### src/rtl/msk_pkg.sv
// Shared definitions for the masked-datapath blocks: sharing index helper,
// constant clog2 and the rate-buffer state encoding.
package msk_pkg;

  typedef enum logic {
    FILL = 1'b0,
    FULL = 1'b1
  } state_t;

  // Position of share j of unmasked bit b in a d-share bus.
  function automatic int share_idx(input int b, input int j, input int d);
    return b * d + j;
  endfunction

  function automatic int clog2(input int v);
    int r;
    r = 0;
    while ((1 << r) < v) r++;
    return r;
  endfunction

endpackage

### src/rtl/msk_reg_en.sv
// Masked lane register: one flop per share bit, synchronous clear beats enable.
module msk_reg_en #(
  parameter int d     = 2,
  parameter int count = 32
) (
  input  logic                 clk,
  input  logic                 rst,
  input  logic                 en,
  input  logic                 clr,
  input  logic [count*d-1:0]   din,
  output logic [count*d-1:0]   q
);

  // Keep attributes stop synthesis from merging or retiming individual shares.
  (* keep = "true", syn_keep = "true" *) logic [count*d-1:0] q_r;

  always_ff @(posedge clk) begin
    if (rst || clr) q_r <= '0;
    else if (en)    q_r <= din;
  end

  assign q = q_r;

endmodule

### src/rtl/msk_rate_buffer.sv
// Collects NW masked words into one held rate block for the masked state mux.
//   state | meaning
//   FILL  | accepting words into lane cnt, block not presented
//   FULL  | block held on out_data, waiting for out_ready
module msk_rate_buffer
  import msk_pkg::*;
#(
  parameter int d  = 2,
  parameter int W  = 32,
  parameter int NW = 2
) (
  input  logic                      clk,
  input  logic                      rst,
  input  logic                      in_valid,
  output logic                      in_ready,
  input  logic [W*d-1:0]            in_data,
  input  logic                      in_last,
  output logic                      out_valid,
  input  logic                      out_ready,
  output logic [NW*W*d-1:0]         out_data,
  output logic                      out_last,
  output logic [clog2(NW+1)-1:0]    out_nwords
);

  localparam int CNT_W = (NW > 1) ? clog2(NW) : 1;
  localparam int NWD_W = clog2(NW + 1);
  localparam int LW    = W * d;

  state_t           state, state_nxt;
  logic [CNT_W-1:0] cnt;
  logic             accept;
  logic             last_word;

  assign accept    = (state == FILL) && in_valid;
  assign last_word = in_last || (cnt == CNT_W'(NW - 1));

  // Lane selection depends only on cnt, never on share contents.
  for (genvar k = 0; k < NW; k++) begin : g_lane
    logic lane_en, lane_clr;
    assign lane_en  = accept && (cnt == CNT_W'(k));
    assign lane_clr = accept && last_word && (CNT_W'(k) > cnt);

    msk_reg_en #(.d(d), .count(W)) u_lane (
      .clk (clk),
      .rst (rst),
      .en  (lane_en),
      .clr (lane_clr),
      .din (in_data),
      .q   (out_data[(NW-k)*LW-1 -: LW])
    );
  end

  always_comb begin
    state_nxt = state;
    in_ready  = 1'b0;
    out_valid = 1'b0;
    case (state)
      FILL: begin
        in_ready = 1'b1;
        if (in_valid && last_word) state_nxt = FULL;
      end
      FULL: begin
        out_valid = 1'b1;
        if (out_ready) state_nxt = FILL;
      end
      default: state_nxt = FILL;
    endcase
  end

  always_ff @(posedge clk) begin
    if (rst) begin
      state      <= FILL;
      cnt        <= '0;
      out_last   <= 1'b0;
      out_nwords <= '0;
    end else begin
      state <= state_nxt;
      if (accept) begin
        if (last_word) begin
          cnt        <= '0;
          out_nwords <= NWD_W'(cnt) + NWD_W'(1);
          out_last   <= in_last;
        end else begin
          cnt <= cnt + CNT_W'(1);
        end
      end else if ((state == FULL) && out_ready) begin
        // Block data stays on the bus; only the descriptors are dropped.
        out_last   <= 1'b0;
        out_nwords <= '0;
      end
    end
  end

endmodule
### config.mk
export PLATFORM = sky130hd
export DESIGN_NAME = msk_rate_buffer
export DESIGN_NICKNAME = d
export VERILOG_FILES = /design/src/rtl/msk_pkg.sv /design/src/rtl/msk_reg_en.sv /design/src/rtl/msk_rate_buffer.sv
export SDC_FILE = /design/constraint.sdc
export NUM_CORES = 1
export LEC_CHECK = 0
export CAP_MARGIN = 20
export CORE_MARGIN = 10
export CORE_UTILIZATION = 47
export DETAILED_ROUTE_END_ITERATION = 12
export HOLD_SLACK_MARGIN = 0.05
export PLACE_DENSITY_LB_ADDON = 0.05
export SLEW_MARGIN = 10
export SYNTH_ARGS = -nofsm -noshare
export SYNTH_HDL_FRONTEND = slang
export SYNTH_SLANG_ARGS = --single-unit
### constraint.sdc
create_clock -name clk -period 3.4 [get_ports clk]
set_clock_uncertainty 0.15 [all_clocks]
set_input_delay 1.02 -clock clk [delete_from_list [all_inputs] [get_ports clk]]
set_output_delay 1.02 -clock clk [all_outputs]
set_load 0.02 [all_outputs]
==> results.toml <==
[worst_setup_path]
cp-end-kind = "output port"
crit_type = "reg2out"
path_buf_inv = 1
required_ns = 2.23
cpPeakStageDelay_ns = 0.72
crit_chain = "clkdlybuf4s50_1"
cp_slowest_cell = "clkdlybuf4s50_1"
startpoint_type = "register"
cp.arrival_ns = 1.63
path_delay_family = "buffers and inverters"
cp_max_fo = 9

[cts]
cts_resized = 0
path_clk_slew_ns = 0.05
cts_hold_buffers = 0
cts_tree = "done"
clkSinkCount = 133
clk_latency_ns = 0.40
cts_setup_buffers = 0
htree_levels = 4
cts_max_path_buffers = 2
root_buffer = "clkbuf_16"
cts-buffers-inserted = 17

[global_route]
grt_first_pass_wirelength_um = 21400
grt_max_degree = 66
grt_pass1_vias = 3771
antenna_found_initial = 0
grt_usage = 0.167
grt_overflow_total = 0

[detailed_routing]
wirelength_um = 13900
drt_iter0_drc = 289
drt-vias-per-instance = 4.89
route.antenna.remaining_nets = 0
dr.pass1.iters = 4
dr_total_vias = 3862
drc_errors = 0
wl_per_cell_um = 17.6

[worst_hold_path]
hold_class = "reg2reg"

[pwr]
p_leak_nw = 2.66
vdd_ir_drop_max_v = 0.000359
powerDensity_nw_per_um2 = 563

[floorplanning]
ioPinCount = 202
initial_core_util = 0.486
die_area_sq_um = 16000
die_h_um = 127
die_w_um = 127
core_area_sq_um = 11000
rows = 38

[timing]
clock.fmax_ghz = 0.358
report.final.hold_viol_count = 0
setup_viol = 0
worst_slew_pin_slew_ns = 0.512
maxSlewViolCount = 0
slew-limit-headroom = 0.659
rsz0062_at_grt = "no"
fin_crit_ns = 2.80
fin_crit_sh = 0.823
fin_setup_tns_ns = 0

[final_layout]
finalNetCount = 707
layout_common_cells = "clkdlybuf4s50_1 (200), dfxtp_1 (133), nand2_1 (131)"
area_growth_pct = 31.6
n_antenna_cell = 0
drive_gt1_frac = 0.0632
layout_commonest_cell = "clkdlybuf4s50_1"
final_util = 0.639
multi_input_area_sq_um = 1500
nFillCells = 913
seq_area_sq_um = 2660

[placed_design]
routabilityCongestion = 0.721
portBuffers = 201
dpl.hpwl_um = 9870

[logic_synthesis]
synth-simple-area-share = 0.103
synth_top_family_by_area = "buffers and inverters"
synth_nets = 643
syn-instance-count = 574
synth.avg_cell_area_sq_um = 9.29
yosysWarnings = 0
synth-xor-area-share = 0
synth.distinct_cells = 23
synth_compound_area_frac = 0.175
syn_area_sq_um = 5330
ys_ff_latch = 133
synthMuxAreaShare = 0.00188
synth-adder-area-share = 0
seq_area_frac_synth = 0.499

[run_status]
status = "completed"

[run]
drv_cap = 0
where the power goes:
part           switching, W  internal [W]  total, W
Sequential        0.0000383       0.00163   0.00167
Clock              0.000619       0.00113   0.00175
Combinational      0.000276      0.000249  0.000524
cell usage after synthesis, drive strengths merged:
| cell type | instances | share of area |
|---|---|---|
| and3b | 1 | 0.0016 |
| clkbuf | 9 | 0.0063 |
| buf | 155 | 0.21 |
| nand2 | 131 | 0.092 |
| nor3b | 1 | 0.0014 |
| or3b | 1 | 0.0016 |
| inv | 1 | 0.00070 |
| dfxtp | 133 | 0.50 |
| nand3b | 1 | 0.0014 |
| a21oi | 65 | 0.061 |
| nand2b | 1 | 0.0012 |
| a22o | 64 | 0.11 |
| o21ba | 1 | 0.0019 |
| nor2b | 1 | 0.0016 |
| nor2 | 2 | 0.0014 |
| o21bai | 1 | 0.0014 |
| a31o | 1 | 0.0016 |
| o22ai | 1 | 0.0012 |
| mux2i | 1 | 0.0019 |
| o21ai | 3 | 0.0028 |
kinds of logic (layout without fill, tap and decap cells):
logic type | Yosys count | in the layout
compound gates | 136 | 136
buf+inv | 165 | 240
flops | 133 | 133
mux | 1 | 1
simple gates | 139 | 139
worst paths after layout:
check	from	depth (start not counted)	slack, ns	to
setup / recovery	state	1	0.60	out_valid
hold reg to reg	g_lane[0].u_lane.q[40]	2	0.30	g_lane[0].u_lane.q[40]
setup reg to reg	state	4	1.65	g_lane[0].u_lane.q[24]
hold / removal	g_lane[0].u_lane.q[40]	2	0.30	g_lane[0].u_lane.q[40]
state kept, by name, summed over array words and instances, names as in the netlist:
signal,cells
out_last,1
cnt,1
g_lane.u_lane.q,128
out_nwords,2
state,1
stage by stage:
stage               std cells  cell area [sq um]  worst slack, ns  total power (W)  hold slack [ns]
floorplan                 574               5330             1.28          0.00204            0.287
global placement          759               6440            0.563          0.00223            0.290
detailed placement        759               6440            0.529          0.00223            0.296
CTS                       789               7020            0.606          0.00399            0.303
global route              789               7020            0.517          0.00409            0.319
finish                    789               7020            0.603          0.00395            0.302
final cells by class:
class / count / area share
well taps: 140 / 0.0250
clock buffers: 27 / 0.0760
repair buffers: 209 / 0.300
inverters: 1 / 0.000535
multi-input cells: 276 / 0.213
clock inverters: 3 / 0.00571
flip-flops and latches: 133 / 0.380
layer usage:
layer,part of all wire,GRT usage
met1,0.43,0.195
met2,0.46,0.259
met3,0.099,0.0820
met4,0.012,0.0603
met5,0,0
Power figures use the tool's default switching activity.
